==> src/rtl/clic_ip_gateway_if.sv <==
// Claim handshake between the CLIC arbiter/core side and the ip gateway.
//   claim_valid_i  master->gateway  claim request
//   claim_id_i     master->gateway  claimed source index
//   claim_ready_o  gateway->master  claim can be accepted this cycle
//   claim_err_o    gateway->master  1-cycle pulse: accepted claim had an out-of-range id
interface clic_ip_gateway_if #(
  parameter int N_SOURCE = 32
);
  localparam int SrcIdWidth = (N_SOURCE > 1) ? $clog2(N_SOURCE) : 1;

  logic                  claim_valid_i;
  logic [SrcIdWidth-1:0] claim_id_i;
  logic                  claim_ready_o;
  logic                  claim_err_o;

  modport master (output claim_valid_i, claim_id_i, input claim_ready_o, claim_err_o);
  modport slave  (input claim_valid_i, claim_id_i, output claim_ready_o, claim_err_o);
endinterface

==> src/rtl/clic_ip_gateway.sv <==
// Per-source interrupt-pending generator for the CLIC register adapter.
// Samples raw lines with level/edge and polarity attributes, applies software ip
// writes and core claim clears, and flags edges that hit an already-pending ip.
//   clk_i, rst_i   clock, synchronous active-high reset
//   intr_src_i     raw interrupt lines (already synchronous)
//   le_i, pol_i    trigger mode (1=edge) and polarity (1=active-low/falling)
//   sw_we_i/wd_i   software ip write strobe/data
//   claim_if       claim handshake (valid/id in, ready/err out)
//   ip_o, ovr_o    pending vector and sticky overrun flags
module clic_ip_gateway #(
  parameter int N_SOURCE = 32
) (
  input  logic                clk_i,
  input  logic                rst_i,
  input  logic [N_SOURCE-1:0] intr_src_i,
  input  logic [N_SOURCE-1:0] le_i,
  input  logic [N_SOURCE-1:0] pol_i,
  input  logic [N_SOURCE-1:0] sw_we_i,
  input  logic [N_SOURCE-1:0] sw_wd_i,
  clic_ip_gateway_if.slave    claim_if,
  output logic [N_SOURCE-1:0] ip_o,
  output logic [N_SOURCE-1:0] ovr_o
);
  localparam int SrcIdWidth = (N_SOURCE > 1) ? $clog2(N_SOURCE) : 1;

  typedef enum logic {IDLE = 1'b0, BUSY = 1'b1} state_e;

  state_e              state_q, state_d;
  logic [N_SOURCE-1:0] act, rise;
  logic [N_SOURCE-1:0] act_q;
  logic [N_SOURCE-1:0] ip_q, ip_d;
  logic [N_SOURCE-1:0] ovr_q, ovr_d;
  logic                claim_acc, id_ok;
  logic                err_q, err_d;

  assign act  = intr_src_i ^ pol_i;
  assign rise = act & ~act_q;

  // The id port can encode values beyond N_SOURCE when N_SOURCE is not a power of 2.
  assign id_ok = 32'(claim_if.claim_id_i) < N_SOURCE;

  // Claim FSM: one accept, then one dead cycle.
  always_comb begin
    state_d   = state_q;
    claim_acc = 1'b0;
    case (state_q)
      IDLE: if (claim_if.claim_valid_i) begin
        claim_acc = 1'b1;
        state_d   = BUSY;
      end
      BUSY:    state_d = IDLE;
      default: state_d = IDLE;
    endcase
  end

  assign err_d = claim_acc & ~id_ok;

  // Per-source next state. In edge mode a new edge outranks a same-cycle claim so
  // the edge is never lost.
  always_comb begin
    ip_d  = ip_q;
    ovr_d = ovr_q;
    for (int i = 0; i < N_SOURCE; i++) begin
      if (!le_i[i]) begin
        ip_d[i] = act[i];
      end else if (rise[i]) begin
        ip_d[i] = 1'b1;
        if (ip_q[i]) ovr_d[i] = 1'b1;
      end else if (sw_we_i[i]) begin
        ip_d[i] = sw_wd_i[i];
      end else if (claim_acc && id_ok && claim_if.claim_id_i == SrcIdWidth'(i)) begin
        ip_d[i]  = 1'b0;
        ovr_d[i] = 1'b0;
      end
    end
  end

  always_ff @(posedge clk_i) begin
    if (rst_i) begin
      state_q <= IDLE;
      act_q   <= '0;
      ip_q    <= '0;
      ovr_q   <= '0;
      err_q   <= 1'b0;
    end else begin
      state_q <= state_d;
      act_q   <= act;
      ip_q    <= ip_d;
      ovr_q   <= ovr_d;
      err_q   <= err_d;
    end
  end

  assign ip_o                   = ip_q;
  assign ovr_o                  = ovr_q;
  assign claim_if.claim_ready_o = (state_q == IDLE);
  assign claim_if.claim_err_o   = err_q;
endmodule

==> src/flat_wrapper.sv <==
// flat-port wrapper written by rule: the top's interface ports become plain ports
module clic_ip_gateway_flat 
#(
  parameter int N_SOURCE = 32
)
  (clk_i, rst_i, intr_src_i, le_i, pol_i, sw_we_i, sw_wd_i, ip_o, ovr_o, claim_if_claim_valid_i, claim_if_claim_id_i, claim_if_claim_ready_o, claim_if_claim_err_o);
  clic_ip_gateway_if #(.N_SOURCE(N_SOURCE)) claim_if_i ();
  input  logic clk_i;
  input  logic rst_i;
  input  logic [N_SOURCE-1:0] intr_src_i;
  input  logic [N_SOURCE-1:0] le_i;
  input  logic [N_SOURCE-1:0] pol_i;
  input  logic [N_SOURCE-1:0] sw_we_i;
  input  logic [N_SOURCE-1:0] sw_wd_i;
  output logic [N_SOURCE-1:0] ip_o;
  output logic [N_SOURCE-1:0] ovr_o;
  input wire logic [$bits(claim_if_i.claim_valid_i)-1:0] claim_if_claim_valid_i;
  input wire logic [$bits(claim_if_i.claim_id_i)-1:0] claim_if_claim_id_i;
  output wire logic [$bits(claim_if_i.claim_ready_o)-1:0] claim_if_claim_ready_o;
  output wire logic [$bits(claim_if_i.claim_err_o)-1:0] claim_if_claim_err_o;
  assign claim_if_i.claim_valid_i = claim_if_claim_valid_i;
  assign claim_if_i.claim_id_i = claim_if_claim_id_i;
  assign claim_if_claim_ready_o = claim_if_i.claim_ready_o;
  assign claim_if_claim_err_o = claim_if_i.claim_err_o;
  clic_ip_gateway #(.N_SOURCE(N_SOURCE)) u_core (.clk_i(clk_i), .rst_i(rst_i), .intr_src_i(intr_src_i), .le_i(le_i), .pol_i(pol_i), .sw_we_i(sw_we_i), .sw_wd_i(sw_wd_i), .claim_if(claim_if_i), .ip_o(ip_o), .ovr_o(ovr_o));
endmodule
==> config.mk <==
export PLATFORM = sky130hd
export DESIGN_NAME = clic_ip_gateway_flat
export DESIGN_NICKNAME = d
export VERILOG_FILES = /design/src/rtl/clic_ip_gateway_if.sv /design/src/rtl/clic_ip_gateway.sv /design/src/flat_wrapper.sv
export SDC_FILE = /design/constraint.sdc
export NUM_CORES = 1
export LEC_CHECK = 0
export CAP_MARGIN = 25
export CORE_ASPECT_RATIO = 0.8
export CORE_UTILIZATION = 28
export CTS_CLUSTER_DIAMETER = 80
export DETAILED_ROUTE_END_ITERATION = 8
export SLEW_MARGIN = 20
export SYNTH_ARGS = -nofsm -noshare
export SYNTH_HDL_FRONTEND = slang
export SYNTH_SLANG_ARGS = --single-unit
==> constraint.sdc <==
create_clock -name clk_i -period 1.5 [get_ports clk_i]
set_clock_uncertainty 0.15 [all_clocks]
set_input_delay 0.3 -clock clk_i [delete_from_list [all_inputs] [get_ports clk_i]]
set_output_delay 0.3 -clock clk_i [all_outputs]
set_load 0.05 [all_outputs]
==> results.cfg <==
[setup_path]
path_depth = 7
cp-startpoint = u_core.state_q
crit_path_max_fanout = 5
critical_path.endpoint = u_core.ovr_o[29]
crit_top_cell = buf_6
crit_path_start_kind = register
endpoint_kind = register
r2r-start = u_core.state_q
arrival_ps = 1690
rr_endpoint = u_core.ovr_o[29]
reg2reg_slack_ps = -100
worst_ep_required_time_ps = 1580
cp_slowest_cell = dfxtp_2
reg2regPathDepth = 7
critPathKind = reg2reg
crit_family = simple AND/OR/NAND/NOR gates
cp.buffers_inverters = 3
path_cells = buf_6, nor3b_4, buf_6, buf_6, nand4_1, nor3b_2, nor3_1
cpPeakStageDelay_ps = 330

[global_route]
grt.overflow.total = 0
antenna_found_initial = 1
grtUsageMet2_pct = 34.0
grt.met3_usage_pct = 5.83
grt_max_degree = 43
grtUsageTotal_pct = 19.5
grt_first_pass_wirelength_um = 25200
grt_pass1_vias = 5268
met1_usage_pct = 22.9
busiest_layer = met2

[outcome]
status = complete, but fails checks
violations = setup timing

[clock_network]
cts_tree = built
clock-sinks = 97
insertion_delay_ps = 340
cts_hold_buffers = 0
clkTransAtPathRegs_ps = 70
clock-root-buffer = clkbuf_16
clockBufferDepth = 2
htreeDepth = 3
numCtsBuffers = 9

[floorplanning]
dieArea_um2 = 16700
boundaryPins = 234
initial_utilization_pct = 28.7
coreArea_um2 = 15800
num_rows = 41
die_y_um = 116
die_w_um = 144

[timing]
hold_viol = 0
fmax_mhz = 624
finalCritPeriodShare_pct = 107
postLayoutSetupSlackWorst_ps = -103
slew_viol_final = 0
rsz0062_at_grt = true
setup_viol = 20
tns_ps = -898
layout_min_cycle_time_ps = 1600

[synthesis]
yosysTopAreaCell = dfxtp_1
ys_seq_area_share_pct = 42.8
synth_area_um2 = 4540
syn_avg_cell_area_um2 = 8.50
synthTopCellsByArea = dfxtp_1 43%, a31oi_1 8.0%, a21oi_1 6.2%
yosysUniqueCellTypes = 40
synth_fp_nets = 702
synthCells = 534
synth_top_area_share_pct = 42.8
ys_warn_count = 0
ys_ff_latch = 97

[cells_and_area]
fin_nets = 1005
syn2layout_area_growth_pct = 101
fin_util_pct = 57.6
post_route_cells_drive_above_1_share_pct = 28.1
fillers = 1396

[routing]
post_drt_wl_per_cell_um = 15.6
drc = 0
drtIter0Drc = 207
via_count = 5204
dr.pass1.iters = 4
vias_per_cell = 4.92
wl_um = 16500
ant_nets = 0

[hold_path]
min_delay_path_depth = 2
min_path_type = in2reg

[run]
cap_viol_max_count = 0

[placement]
place.gp.congestion = 0.760
io_buffers = 232
hpwl_um = 13000

[pwr]
p_leak_nw = 3.32
powerDensity_nw_per_um2 = 874
vdd_drop_max_uv = 616
[metal layers]
metal  part of all wire (%)  vias to the layer above
li1                       -                     2584
met1                     42                     2447
met2                     50                      156
met3                    6.8                       17
met4                    1.5                        0
met5                      0                        -
[final cells by class]
| class | count | area [um2] | share of cell area (%) |
|---|---|---|---|
| multi-input cells | 410 | 2890 | 31.7 |
| flip-flops and latches | 97 | 1940 | 21.3 |
| inverters | 5 | 21.3 | 0.234 |
| diodes | 1 | 2.50 | 0.0275 |
| repair buffers | 314 | 3670 | 40.3 |
| clock buffers | 12 | 246 | 2.71 |
| well taps | 215 | 269 | 2.96 |
| clock inverters | 3 | 65.1 | 0.715 |
[power by group]
part / switching [W] / internal [W]
clock: 0.000977 / 0.00150
sequential: 0.000201 / 0.00277
combinational: 0.00116 / 0.00135
total: 0.00233 / 0.00562
[cell usage in the layout (no fill, tap or decap), drive strengths merged, types with 2 or more instances in the layout]
cell,n
nand2b,5
nand4,5
a31oi,58
o32ai,3
nor3,34
dfxtp,97
nor4b,3
inv,5
a311oi,6
o22ai,2
xnor2,32
and3,2
nor4bb,2
dlygate4sd2,4
buf,147
nor2,73
bufinv,2
clkdlybuf4s50,160
nand2,15
nor3b,21
a211oi,4
nand3,16
nor2b,31
a21oi,56
clkbuf,15
nand4bb,2
o21ai,9
nand4b,21
[sequential cells by signal, indices dropped and copies added (netlist names)]
signal and flops:
u_core.ovr_o 32, u_core.ip_o 32, u_core.act_q 32, u_core.state_q 1
[worst reg2reg max path, cell delays in order, from the launching register on]
cell     delay, ps
dfxtp_2        330
buf_6          110
nor3b_4        160
buf_6          140
buf_6          120
nand4_1        170
nor3b_2        230
nor3_1          70
[synth_stat cells]
master / number
xnor2_1: 32
nor3b_4: 1
nand2b_1: 5
o21ai_0: 9
or3b_1: 1
nor4b_1: 3
nand2_1: 15
nand3_1: 15
o32ai_1: 3
nor2_1: 73
nor3_1: 34
nand4b_1: 21
a31o_2: 1
nand3_2: 1
buf_6: 3
nand4bb_1: 2
nand4_1: 5
a31oi_1: 58
nor2b_1: 30
nor4bb_1: 2
inv_1: 5
and3b_1: 1
buf_2: 5
and4b_1: 1
conb_1: 1
o2111ai_1: 1
and3_1: 2
nor3b_1: 20
a311oi_1: 6
and4_1: 1
a21oi_1: 56
a211oi_1: 4
dfxtp_1: 97
and2_1: 1
o22ai_1: 2
clkbuf_1: 11
o311a_1: 1
buf_4: 3
nor4_2: 1
nor2b_2: 1
[stage by stage]
| stage | hold WS [ps] | worst slack, ps | cell area, um2 | cells | total power, W |
|---|---|---|---|---|---|
| after global routing | 208 | -166 | 9100 | 1057 | 0.00831 |
| after floorplan | 296 | 38.6 | 4540 | 534 | 0.00398 |
| after CTS | 182 | -101 | 8770 | 1047 | 0.00795 |
| after global placement | 349 | -611 | 8180 | 1026 | 0.00533 |
| final | 210 | -103 | 9100 | 1057 | 0.00795 |
| after detailed placement | 365 | -632 | 8180 | 1026 | 0.00539 |
[cell families (layout without fill, tap and decap cells)]
family,count (synthesis),count (layout),synth area share (%)
other,1,2,0.0826
AOI/OAI and AO/OA,141,141,18.4
DFF,97,97,42.8
and+or+nand+nor,236,236,29.4
buffers and inverters,27,334,3.12
xor gates and xnor gates,32,32,6.18
[worst min-delay path by stage]
| stage | from | to | slack, ps |
|---|---|---|---|
| floorplan | claim_if_claim_valid_i | u_core.state_q | 300 |
| global placement | u_core.ip_o[13] | u_core.ip_o[13] | 350 |
| detailed placement | u_core.ip_o[24] | u_core.ip_o[24] | 360 |
| CTS | claim_if_claim_valid_i | u_core.state_q | 180 |
| global route | claim_if_claim_valid_i | u_core.state_q | 210 |
| finish | claim_if_claim_valid_i | u_core.state_q | 210 |
[timing repair]
item                       CTS  global route
setup buffers                5             9
gates resized for setup     55            57
pin swaps                   35            38
cloned                       1             0
setup endpoints to repair   59            58
No activity file was read; power rests on OpenSTA's default activity.
